$ cat src/rtl/proc_pkt_arbiter_if.sv
// Requester-side packet bundle for the GLB proc port arbiter.
// Two requesters share each signal; requester i owns slice/bit i.
interface proc_pkt_arbiter_if #(
  parameter int BANK_DATA_WIDTH = 64,
  parameter int GLB_ADDR_WIDTH  = 22
);
  logic [1:0]                     req_valid;
  logic [1:0]                     req_ready;
  logic [1:0]                     req_wr;
  logic [2*BANK_DATA_WIDTH/8-1:0] req_strb;
  logic [2*GLB_ADDR_WIDTH-1:0]    req_addr;
  logic [2*BANK_DATA_WIDTH-1:0]   req_data;
  logic [1:0]                     rsp_valid;
  logic [BANK_DATA_WIDTH-1:0]     rsp_data;

  modport master (
    output req_valid, req_wr, req_strb,
    output req_addr, req_data,
    input  req_ready, rsp_valid, rsp_data
  );

  modport slave (
    input  req_valid, req_wr, req_strb,
    input  req_addr, req_data,
    output req_ready, rsp_valid, rsp_data
  );
endinterface

$ cat src/rtl/proc_pkt_arbiter.sv
// Round-robin sharing of the GLB proc port between two requesters.
// Read returns are routed back through an in-order tag FIFO.
module proc_pkt_arbiter #(
  parameter int BANK_DATA_WIDTH = 64,
  parameter int GLB_ADDR_WIDTH  = 22,
  parameter int MAX_OUTSTANDING = 4
) (
  input  logic clk,
  input  logic rst_n,
  proc_pkt_arbiter_if.slave req_if,
  output logic                         wr_en,
  output logic [BANK_DATA_WIDTH/8-1:0] wr_strb,
  output logic [GLB_ADDR_WIDTH-1:0]    wr_addr,
  output logic [BANK_DATA_WIDTH-1:0]   wr_data,
  output logic                         rd_en,
  output logic [GLB_ADDR_WIDTH-1:0]    rd_addr,
  input  logic [BANK_DATA_WIDTH-1:0]   rd_data,
  input  logic                         rd_data_valid,
  output logic [$clog2(MAX_OUTSTANDING):0] outstanding,
  output logic                         err_spurious
);
  localparam int SW = BANK_DATA_WIDTH / 8;
  localparam int AW = GLB_ADDR_WIDTH;
  localparam int DW = BANK_DATA_WIDTH;
  localparam int PW = $clog2(MAX_OUTSTANDING);
  localparam int CW = PW + 1;
  localparam logic [CW-1:0] FULL = CW'(MAX_OUTSTANDING);

  logic                       prio_q;
  logic [PW-1:0]              wptr_q;
  logic [PW-1:0]              rptr_q;
  logic [CW-1:0]              cnt_q;
  logic [MAX_OUTSTANDING-1:0] tag_q;

  logic          tag_full;
  logic [1:0]    elig;
  logic [1:0]    grant;
  logic          sel;
  logic          any;
  logic          g_wr;
  logic [SW-1:0] g_strb;
  logic [AW-1:0] g_addr;
  logic [DW-1:0] g_data;
  logic          push;
  logic          pop;

  assign tag_full = (cnt_q == FULL);

  // Eligibility and grant: rotate on contention, else serve the lone one
  always_comb begin
    elig = '0;
    for (int i = 0; i < 2; i++) begin
      elig[i] = req_if.req_valid[i]
              && (req_if.req_wr[i] || !tag_full);
    end
    if (elig == 2'b11) begin
      grant = prio_q ? 2'b10 : 2'b01;
    end else begin
      grant = elig;
    end
  end

  assign req_if.req_ready = rst_n ? grant : 2'b00;

  assign sel = grant[1];
  assign any = |grant;

  assign g_wr   = req_if.req_wr[sel];
  assign g_strb = sel ? req_if.req_strb[SW +: SW]
                      : req_if.req_strb[0 +: SW];
  assign g_addr = sel ? req_if.req_addr[AW +: AW]
                      : req_if.req_addr[0 +: AW];
  assign g_data = sel ? req_if.req_data[DW +: DW]
                      : req_if.req_data[0 +: DW];

  assign push = any && !g_wr;
  assign pop  = rd_data_valid && (cnt_q != '0);

  // Round-robin pointer hands priority to the other side after a grant
  always_ff @(posedge clk) begin
    if (!rst_n) begin
      prio_q <= 1'b0;
    end else if (any) begin
      prio_q <= ~sel;
    end
  end

  // Registered single-beat GLB packet, fields zeroed when unused
  always_ff @(posedge clk) begin
    if (!rst_n) begin
      wr_en   <= 1'b0;
      wr_strb <= '0;
      wr_addr <= '0;
      wr_data <= '0;
      rd_en   <= 1'b0;
      rd_addr <= '0;
    end else begin
      wr_en   <= any && g_wr;
      wr_strb <= (any && g_wr) ? g_strb : '0;
      wr_addr <= (any && g_wr) ? g_addr : '0;
      wr_data <= (any && g_wr) ? g_data : '0;
      rd_en   <= push;
      rd_addr <= push ? g_addr : '0;
    end
  end

  // In-order tag FIFO holding the requester id of each read in flight
  always_ff @(posedge clk) begin
    if (!rst_n) begin
      tag_q  <= '0;
      wptr_q <= '0;
      rptr_q <= '0;
      cnt_q  <= '0;
    end else begin
      if (push) begin
        tag_q[wptr_q] <= sel;
        wptr_q        <= wptr_q + PW'(1);
      end
      if (pop) begin
        rptr_q <= rptr_q + PW'(1);
      end
      unique case ({push, pop})
        2'b10:   cnt_q <= cnt_q + CW'(1);
        2'b01:   cnt_q <= cnt_q - CW'(1);
        default: cnt_q <= cnt_q;
      endcase
    end
  end

  // Return path: route popped data to its owner, flag orphan returns
  always_ff @(posedge clk) begin
    if (!rst_n) begin
      req_if.rsp_valid <= 2'b00;
      req_if.rsp_data  <= '0;
      err_spurious     <= 1'b0;
    end else begin
      req_if.rsp_valid <= pop ? (tag_q[rptr_q] ? 2'b10 : 2'b01)
                              : 2'b00;
      req_if.rsp_data  <= pop ? rd_data : '0;
      if (rd_data_valid && (cnt_q == '0)) begin
        err_spurious <= 1'b1;
      end
    end
  end

  assign outstanding = cnt_q;

endmodule

$ cat src/flat_wrapper.sv
// flat-port wrapper written by rule: the top's interface ports become plain ports
module proc_pkt_arbiter_flat 
#(
  parameter int BANK_DATA_WIDTH = 64,
  parameter int GLB_ADDR_WIDTH  = 22,
  parameter int MAX_OUTSTANDING = 4
)
  (clk, rst_n, wr_en, wr_strb, wr_addr, wr_data, rd_en, rd_addr, rd_data, rd_data_valid, outstanding, err_spurious, req_if_req_valid, req_if_req_wr, req_if_req_strb, req_if_req_addr, req_if_req_data, req_if_req_ready, req_if_rsp_valid, req_if_rsp_data);
  proc_pkt_arbiter_if #(.BANK_DATA_WIDTH(BANK_DATA_WIDTH), .GLB_ADDR_WIDTH(GLB_ADDR_WIDTH)) req_if_i ();
  input  logic clk;
  input  logic rst_n;
  output logic wr_en;
  output logic [BANK_DATA_WIDTH/8-1:0] wr_strb;
  output logic [GLB_ADDR_WIDTH-1:0] wr_addr;
  output logic [BANK_DATA_WIDTH-1:0] wr_data;
  output logic rd_en;
  output logic [GLB_ADDR_WIDTH-1:0] rd_addr;
  input  logic [BANK_DATA_WIDTH-1:0] rd_data;
  input  logic rd_data_valid;
  output logic [$clog2(MAX_OUTSTANDING):0] outstanding;
  output logic err_spurious;
  input wire logic [$bits(req_if_i.req_valid)-1:0] req_if_req_valid;
  input wire logic [$bits(req_if_i.req_wr)-1:0] req_if_req_wr;
  input wire logic [$bits(req_if_i.req_strb)-1:0] req_if_req_strb;
  input wire logic [$bits(req_if_i.req_addr)-1:0] req_if_req_addr;
  input wire logic [$bits(req_if_i.req_data)-1:0] req_if_req_data;
  output wire logic [$bits(req_if_i.req_ready)-1:0] req_if_req_ready;
  output wire logic [$bits(req_if_i.rsp_valid)-1:0] req_if_rsp_valid;
  output wire logic [$bits(req_if_i.rsp_data)-1:0] req_if_rsp_data;
  assign req_if_i.req_valid = req_if_req_valid;
  assign req_if_i.req_wr = req_if_req_wr;
  assign req_if_i.req_strb = req_if_req_strb;
  assign req_if_i.req_addr = req_if_req_addr;
  assign req_if_i.req_data = req_if_req_data;
  assign req_if_req_ready = req_if_i.req_ready;
  assign req_if_rsp_valid = req_if_i.rsp_valid;
  assign req_if_rsp_data = req_if_i.rsp_data;
  proc_pkt_arbiter #(.BANK_DATA_WIDTH(BANK_DATA_WIDTH), .GLB_ADDR_WIDTH(GLB_ADDR_WIDTH), .MAX_OUTSTANDING(MAX_OUTSTANDING)) u_core (.clk(clk), .rst_n(rst_n), .req_if(req_if_i), .wr_en(wr_en), .wr_strb(wr_strb), .wr_addr(wr_addr), .wr_data(wr_data), .rd_en(rd_en), .rd_addr(rd_addr), .rd_data(rd_data), .rd_data_valid(rd_data_valid), .outstanding(outstanding), .err_spurious(err_spurious));
endmodule
$ cat config.mk
export PLATFORM = sky130hd
export DESIGN_NAME = proc_pkt_arbiter_flat
export DESIGN_NICKNAME = d
export VERILOG_FILES = /design/src/rtl/proc_pkt_arbiter_if.sv /design/src/rtl/proc_pkt_arbiter.sv /design/src/flat_wrapper.sv
export SDC_FILE = /design/constraint.sdc
export NUM_CORES = 1
export LEC_CHECK = 0
export CAP_MARGIN = 20
export CORE_AREA = 2 2 176 178
export CTS_CLUSTER_DIAMETER = 200
export DETAILED_ROUTE_END_ITERATION = 7
export DIE_AREA = 0 0 178 180
export SYNTH_ARGS = -nofsm -noshare
export SYNTH_HDL_FRONTEND = slang
export SYNTH_SLANG_ARGS = --single-unit
$ cat constraint.sdc
create_clock -name clk -period 2.9 [get_ports clk]
set_input_delay 0.29 -clock clk [delete_from_list [all_inputs] [get_ports clk]]
set_output_delay 0.29 -clock clk [all_outputs]
set_load 0.01 [all_outputs]
==> reports/summary.txt <==
Critical-path top delay cell: clkdlybuf4s50_1
max frequency: 0.372 GHz
largest net degree at the start of global routing: 73
clk buf depth: 2
# H-tree levels: 4
Least-Margin Pin Slew: 0.595 ns
reg2reg setup slack: 0.59 ns
initial antenna violation count: 0
Critical Path End Type: output port
Worst slew margin: 0.603
CP delay by family, top: buffers and inverters
Placed Area: 0.0114 mm^2
total track usage: 0.148
Multi-input gate area: 0.00229 mm^2
# port buffers: 448
Yosys reg bits: 197
die area: 0.0320 mm^2
syn_nets: 935
CTS tree: yes
commonest non-fill, non-tap cell in the layout: clkdlybuf4s50_1
fin. max-slew vios: 0
RR Endpoint: u_core.outstanding[2]
clk sinks: 197
Synth Flop Type: dfxtp_1
placed cell count: 1,475
drt wl/cell: 16.1 um
Worst path max stage delay: 0.56 ns
via/cell ratio: 4.08
vias in the first global route: 6,037
final hold viol count: 0
Hold EP: u_core.req_if.rsp_valid[0]
Final Cell Area: 0.0120 mm^2
fillcell total: 3,026
# DRC: 0
synthesized area: 0.00652 mm^2
Final Cycle Share: 0.928
Die Span X: 178 um
GP Congestion: 0.802
TritonRoute pass-1 iters: 4
Core Area: 0.0302 mm^2
proportion of layout cells with a drive suffix above 1: 0.0648
Inserted Clock Buffers: 17
CP bufs+invs: 2
starting DRC count in detailed routing: 201
total number of vias: 6,153
Final setup viols: 0
Worst VDD drop: 0.408 mV
max cap viols: 0
Distinct cells, synth: 37
post-CTS setup buffers: 0
worst-skew pair later-pin latency: 0.44 ns
synth warn: 0
CP Data Required Time: 2.61 ns
chip height: 180 um
Synth Area per Inst: 9.73 um^2
Pleak: 4.88 nW
global-route wire length before repair: 35.6 mm
Critical Path AT: 2.40 ns
r2r worst-path depth: 8
NumNets Final: 1,363
Hold WS: 0.296 ns
post-layout util: 0.397
status: complete, no violations
most frequent cells in the layout: clkdlybuf4s50_1 (447), dfxtp_1 (197), nand2_1 (153)
total negative slack: 0 ns
post-synthesis sequential area ratio: 0.605
Critical R2R Launch: u_core.outstanding[2]
Worst Hold Depth: 3
Hold Startpoint: rst_n
number of flops mapped to enable cells by yosys: 0
crit path max fanout: 8
register area: 0.00394 mm^2
unrepaired setup endpoints after global routing: false
Area Overhead vs Synth: 83.7%
WS Path Type: flop to output port
clk root buf: clkbuf_16
Synth Instances: 670
CP Launch Point: u_core.outstanding[0]
Final Skew: 0.00908 ns
DRT antenna net count: 0
crit path cell chain: nor4b_4 -> o221a_4 -> nand2_1 -> inv_1 -> clkdlybuf4s50_1
Rows: 64
count of non-filler cells in the finished layout: 1,507
Power Density: 619 mW/mm^2
fin crit period: 2.69 ns
final WL: 24.2 mm
GRT overflow: 0
FFs w/ async S/R, synth: 0
Hold Path Class: primary input to flop
Worst setup SP type: flop
Top Ports: 449
Clk pin slew, worst setup/hold paths: 0.08 ns
starting density of the core: 0.216
Ant. Diodes: 0
Detailed Place HPWL: 18.0 mm
[worst max path at each step]
stage,cells after the start,to,slack [ns]
3_5_place_dp,10,u_core.outstanding[2],0.18
5_1_grt,4,req_if_req_ready[0],0.008
4_1_cts,5,req_if_req_ready[1],0.09
3_3_place_gp,10,u_core.outstanding[2],0.21
2_1_floorplan,9,u_core.outstanding[2],0.40
6_report,5,req_if_req_ready[1],0.21
[what timing repair did]
item / CTS / global route
resized for setup: 0 / 1
hold buffers: 0 / 0
endpoints found under the setup margin: 0 / 1
[synthesized netlist by cell type (2+ instances only)]
cell / instances / area (um^2)
or3_1: 3 / 18.8
o21ai_0: 4 / 20.0
ha_1: 5 / 62.6
and3_1: 65 / 407
a21oi_2: 20 / 175
xor2_1: 3 / 26.3
buf_6: 7 / 78.8
o31ai_1: 4 / 30.0
mux2i_1: 22 / 220
nor2_1: 53 / 199
a21oi_1: 59 / 295
dfxtp_1: 197 / 3940
buf_2: 9 / 45.0
nand3_1: 2 / 10.0
nand2_1: 153 / 574
clkbuf_1: 29 / 109
inv_1: 9 / 33.8
buf_4: 3 / 22.5
nor3_1: 2 / 10.0
o211ai_1: 4 / 30.0
[kinds of logic (layout without fill, tap and decap cells)]
kind of cell    after synthesis  in the layout  synth area share
simple gates                285            285             0.198
flops                       197            197             0.605
compound gates               96             96            0.0943
buf+inv                      59            500            0.0472
mux                          23             23            0.0372
fa+ha+maj                     6              6            0.0127
xor+xnor                      4              4           0.00538
[routing by layer]
| metal | global-route usage | routed length [um] | up-vias |
|---|---|---|---|
| met4 | 0.0498 | 444 | 0 |
| met1 | 0.158 | 9140 | 2781 |
| met5 | 0 | 0 | - |
| met2 | 0.256 | 12000 | 301 |
| li1 | - | - | 3048 |
| met3 | 0.0675 | 2650 | 23 |
[worst register-to-register path, cell delays in order, from the launching register on]
cell and delay [ns]:
dfxtp_1 0.45, nor3b_2 0.36, or2_2 0.18, ha_1 0.17
inv_1 0.06, fa_1 0.37, xor2_1 0.16, or3_1 0.30
a21oi_1 0.17
[where the power goes]
part / internal, mW / switching, mW / total, mW
sequential: 2.97 / 0.117 / 3.08
clock: 1.32 / 1.18 / 2.49
combinational: 0.998 / 0.839 / 1.84
total: 5.28 / 2.13 / 7.41
[registers in the layout (all words and copies together) (netlist names)]
name,flops
u_core.req_if.rsp_data,64
u_core.prio_q,1
u_core.tag_q,4
u_core.rd_addr,22
u_core.outstanding,3
u_core.wptr_q,2
u_core.wr_strb,8
u_core.rptr_q,2
u_core.err_spurious,1
u_core.req_if.rsp_valid,2
u_core.wr_en,1
u_core.wr_data,64
u_core.rd_en,1
u_core.wr_addr,22
[through the flow]
step                power [mW]  setup WS (ns)
floorplan                 3.96          0.405
global placement          4.99          0.212
detailed placement        5.01          0.182
CTS                       7.55         0.0876
global route              7.82        0.00762
finish                    7.41          0.209
[area by class of cell]
cell class	instances	share of cell area
Inverter	10	0.00314
Clock buffer	17	0.0355
Tap cell	396	0.0414
Sequential cell	197	0.329
Timing Repair Buffer	458	0.384
Multi-Input combinational cell	414	0.191
Clock inverter	15	0.0160
Note: power is estimated with default switching activity, not from simulation.
